$ cat src/rtl/mac_dot_ctrl.sv
// mac_dot_ctrl: length-programmable dot-product sequencer around a MAC datapath.
// Build option: define MAC_DOT_SIGNED_EN for two's-complement operands and result.
module mac_dot_ctrl #(
    parameter  int WIDTH = 8,
    parameter  int LEN_W = 8,
    localparam int ACC_W = 2*WIDTH + LEN_W
) (
    input  logic             clk,
    input  logic             rst,
    input  logic             start,
    output logic             start_ready,
    input  logic [LEN_W-1:0] len,
    input  logic             abort,
    input  logic             in_valid,
    output logic             in_ready,
    input  logic [WIDTH-1:0] in_a,
    input  logic [WIDTH-1:0] in_b,
    output logic             res_valid,
    input  logic             res_ready,
    output logic [ACC_W-1:0] res_data,
    output logic             busy
);

    typedef enum logic [1:0] {
        IDLE = 2'd0,
        RUN  = 2'd1,
        DONE = 2'd2
    } state_t;

    localparam logic [LEN_W-1:0] LEN_ONE = LEN_W'(1);

    state_t state_q;
    state_t state_d;

    logic [LEN_W-1:0] len_q;
    logic [LEN_W-1:0] cnt_q;
    logic [ACC_W-1:0] acc_q;

    logic             ext_a;
    logic             ext_b;
    logic [2*WIDTH-1:0] op_a;
    logic [2*WIDTH-1:0] op_b;
    logic [2*WIDTH-1:0] prod;
    logic [ACC_W-1:0]   prod_ext;

    logic accept;
    logic kill;
    logic beat;
    logic last;

`ifdef MAC_DOT_SIGNED_EN
    assign ext_a = in_a[WIDTH-1];
    assign ext_b = in_b[WIDTH-1];
`else
    assign ext_a = 1'b0;
    assign ext_b = 1'b0;
`endif

    // Operands widened to the full product width so the low half of the
    // multiply is exact for both signed and unsigned interpretations.
    assign op_a     = {{WIDTH{ext_a}}, in_a};
    assign op_b     = {{WIDTH{ext_b}}, in_b};
    assign prod     = op_a * op_b;
    assign prod_ext = {{LEN_W{ext_a ^ ext_b ? prod[2*WIDTH-1] : prod[2*WIDTH-1] & (ext_a | ext_b)}}, prod};

    assign accept = start_ready & start;
    assign kill   = busy & abort;
    assign beat   = in_ready & in_valid & ~abort;
    assign last   = (cnt_q == len_q - LEN_ONE);

    always_ff @(posedge clk or posedge rst) begin
        if (rst) begin
            state_q <= IDLE;
        end else begin
            state_q <= state_d;
        end
    end

    always_comb begin
        state_d = state_q;
        unique case (state_q)
            IDLE: begin
                if (start) begin
                    state_d = (len == '0) ? DONE : RUN;
                end
            end
            RUN: begin
                if (abort) begin
                    state_d = IDLE;
                end else if (in_valid && last) begin
                    state_d = DONE;
                end
            end
            DONE: begin
                if (abort || res_ready) begin
                    state_d = IDLE;
                end
            end
            default: state_d = IDLE;
        endcase
    end

    always_comb begin
        start_ready = 1'b0;
        in_ready    = 1'b0;
        res_valid   = 1'b0;
        busy        = 1'b0;
        unique case (state_q)
            IDLE: start_ready = 1'b1;
            RUN: begin
                in_ready = 1'b1;
                busy     = 1'b1;
            end
            DONE: begin
                res_valid = 1'b1;
                busy      = 1'b1;
            end
            default: start_ready = 1'b0;
        endcase
    end

    assign res_data = res_valid ? acc_q : '0;

    always_ff @(posedge clk or posedge rst) begin
        if (rst) begin
            len_q <= '0;
            cnt_q <= '0;
            acc_q <= '0;
        end else begin
            unique case (1'b1)
                accept: begin
                    len_q <= len;
                    cnt_q <= '0;
                    acc_q <= '0;
                end
                kill: begin
                    cnt_q <= '0;
                    acc_q <= '0;
                end
                beat: begin
                    cnt_q <= cnt_q + LEN_ONE;
                    acc_q <= acc_q + prod_ext;
                end
                default: begin
                    cnt_q <= cnt_q;
                    acc_q <= acc_q;
                end
            endcase
        end
    end

endmodule

$ cat config.mk
export PLATFORM = sky130hd
export DESIGN_NAME = mac_dot_ctrl
export DESIGN_NICKNAME = d
export VERILOG_FILES = /design/src/rtl/mac_dot_ctrl.sv
export SDC_FILE = /design/constraint.sdc
export NUM_CORES = 1
export LEC_CHECK = 0
export CAP_MARGIN = 20
export CORE_ASPECT_RATIO = 0.5
export CORE_MARGIN = 2
export CORE_UTILIZATION = 40
export CTS_CLUSTER_SIZE = 8
export DETAILED_ROUTE_END_ITERATION = 10
export GPL_TIMING_DRIVEN = 0
export PLACE_DENSITY_LB_ADDON = 0.08
export RECOVER_POWER = 25
export SETUP_SLACK_MARGIN = 0.05
export SYNTH_ARGS = -nofsm -noshare
export SYNTH_HDL_FRONTEND = slang
export SYNTH_SLANG_ARGS = --single-unit
export TNS_END_PERCENT = 50
$ cat constraint.sdc
create_clock -name clk -period 4.05 [get_ports clk]
set_input_delay 0.6075 -clock clk [delete_from_list [all_inputs] [get_ports clk]]
set_output_delay 0.6075 -clock clk [all_outputs]
set_load 0.01 [all_outputs]
==> results of run 1 <==
## metal layers
metal  vias up  track usage  share of wire
met5         -            0              0
met4         0       0.0277         0.0046
met3         4       0.0210          0.029
met2        59        0.294           0.41
met1      1859        0.290           0.55
li1       1917            -              -
## power groups by stage
stage               combinational (W)  clock, W  sequential, W
floorplan                     0.00207         0       0.000598
global placement              0.00264         0       0.000631
detailed placement            0.00265         0       0.000632
CTS                           0.00294  0.000424       0.000625
global route                  0.00335  0.000446       0.000646
finish                        0.00302  0.000412       0.000624
## state kept, by name, summed over array words and instances (netlist names)
register	count
state_q	2
cnt_q	8
acc_q	24
len_q	8
## how the worst max path moves through the flow
stage                        from         to  cells after the start
final                     in_b[5]  acc_q[16]                     17
after detailed placement  in_a[5]  acc_q[17]                     15
after global routing      in_b[5]  acc_q[16]                     17
after floorplan           in_b[0]  acc_q[20]                     17
after CTS                 in_b[5]  acc_q[22]                     17
after global placement    in_a[2]  acc_q[20]                     17
## worst max-delay path, delay by kind of cell
kind,cells,cell delay (ps)
simple gates,3,760
compound gates,5,580
fa+ha+maj,5,2310
buf+inv,4,320
## area by class of cell
cell class / instances / area share
multi-input cells: 390 / 0.581
flip-flops and latches: 42 / 0.167
repair buffers: 71 / 0.117
inverters: 101 / 0.0603
well taps: 165 / 0.0328
clock buffers: 6 / 0.0221
plain buffers: 11 / 0.0177
clock inverters: 2 / 0.00199
## cell usage after synthesis, types with 9 or more instances
cell type  number
ha_1           46
nor2_1         14
fa_1           50
dfrtp_1        42
nand2_1        62
o21ai_0        22
and2_1         59
xnor2_1         9
inv_1         101
nand3_1        10
a21oi_1        16
## cell families after synthesis
kind of cell / share of synthesized area
xor gates and xnor gates: 0.0302
adders and majority gates: 0.319
buffers and inverters: 0.0908
and+or+nand+nor: 0.194
muxes: 0.0325
AOI/OAI and AO/OA: 0.120
DFF: 0.213
## through the flow
stage / setup slack [ps] / hold slack (ps) / area, um^2 / utilization
6_report: -309 / 471 / 6290 / 0.528
5_1_grt: -443 / 496 / 6290 / 0.528
4_1_cts: -301 / 476 / 6260 / 0.526
3_5_place_dp: -1340 / 465 / 5880 / 0.494
3_3_place_gp: -1350 / 465 / 5860 / 0.492
2_1_floorplan: -370 / 437 / 5100 / -
## what timing repair did
action | in CTS | in global routing
endpoints found under the setup margin | 18 | 15
buffers inserted | 14 | 1
endpoints found under the hold margin | 0 | 0
pin swaps | 30 | 7
resized for setup | 126 | 12
cloned | 0 | 0
==> impl_metrics.toml, run 1 <==
[finish]
seqCellArea_mm2 = 0.00105
final_cell_mix = "inv_1, and2_1, nand2_1, fa_1, dfrtp_1"
fin_cells = 788
synthToLayoutAreaGrowth_pct = 27.4
drive_gt1_frac = 0.183
fill_cells = 1144
n_antenna_cell = 0
multi_input_area_mm2 = 0.00365
final_nets = 748
layout_commonest_cell = "inv_1"

[power_and_ir_drop]
switchingPower_w = 0.00185
p_sw_frac = 0.456
internal_power_w = 0.00221
peakVddDrop_uv = 360
p_leak_nw = 3.02
power_w = 0.00406
power_frac_comb = 0.745
clockPowerShare = 0.101
seqPwrFrac = 0.154
p_per_area_mw_per_mm2 = 645

[yosys]
syn-num-nets = 670
synth_ff_type = "dfrtp_1"
seq_area_frac_synth = 0.213
synth.area.top_cells = "dfrtp_1, fa_1, ha_1, inv_1, and2_1"
synth_edf_count = 0
synth_top_area_cell = "dfrtp_1"
ys_ff_latch = 42
yosys_warnings = 0
synth_top_area_share = 0.213
async_flop_share = 1.00
netlist_area_mm2 = 0.00493
netlist_instances = 544
synthDistinctLibCells = 57
synth.avg_cell_area_um2 = 9.07

[sta]
hold_viol = 0
rsz0062_at_grt = "true"
finalCriticalPeriod_ps = 4360
worst_pin_slew_ps = 1760
setup_viol = 13
fin_skew_ps = 3.97
setup_ws_ps = -309
relSlewSlack = -0.172
finalSetupTns_ps = -2450
max_freq_mhz = 229
slew_viol_final = 32
fin_crit_sh = 1.08

[placement]
placed_cells = 765
portBuffers = 55
gp_congestion = 0.818
dp_hpwl_mm = 9.31

[outcome]
status = "complete, but fails checks"
violations = "capacitance limit, slew limit, setup timing"

[cts]
htree_levels = 2
ctsHoldBuffers = 0
clock_latency_ps = 280
path_clk_slew_ps = 60
cts_made_buffers = 5
cts_tree = "done"
root_buffer = "clkbuf_16"
cts_sinks = 42
cts.path.max_buffers = 2

[global_routing]
grt.overflow.total = 0
grt_pass1_vias = 3938
grtUsageTotal = 0.189
grt_pass1_wl_mm = 20.0
antenna_found_initial = 0
grt_max_degree = 32

[die]
die_y_um = 82.5
start_util = 0.414
rows = 28
die_x_um = 161
io_pins = 58
coreArea_mm2 = 0.0119
die_area_mm2 = 0.0133

[worst_setup_path]
worstPathMaxFanout = 8
slowest_delay_ps = 570
path_cells = "buf_12 -> and2_4 -> fa_1 -> fa_1 -> fa_1 -> inv_2 -> fa_1 -> inv_1 -> ha_1 -> buf_6 -> a21o_1 -> a21o_2 -> a31oi_4 -> o21ai_4 -> a21oi_2 -> or4b_1 -> nand3_1"
worst_setup_path_start_kind = "primary input"
cp_common_cell = "fa_1"
crit_type = "primary input to register"
r2r_setup_slack_ps = -220
cp.arrival_ps = 4580
cp_slowest_cell = "fa_1"
rr_worst_depth = 16
cp_data_required_time_ps = 4270
r2r_end = "acc_q[16]"
reg2reg_from = "acc_q[7]"
endpoint_kind = "register"

[hold_path]
hold_class = "register to register"
min_path_cells = 1
min_to = "acc_q[23]"
min_from = "acc_q[23]"

[routing]
viasPerCell = 4.87
drt_first_pass_iters = 4
drt_iter0_drc = 218
ant_nets = 0
wl_per_cell_um = 14.7
drc = 0
routed_wl_mm = 11.6
vias = 3839

[run]
drv_cap = 1
No activity file was read; power rests on OpenSTA's default activity.
==> inputs of run 2 (changes only) <==
- CTS_CLUSTER_SIZE: 8 -> unset
==> results of run 2 <==
No change in the layout: final DEF, timing and power equal those of run 1.
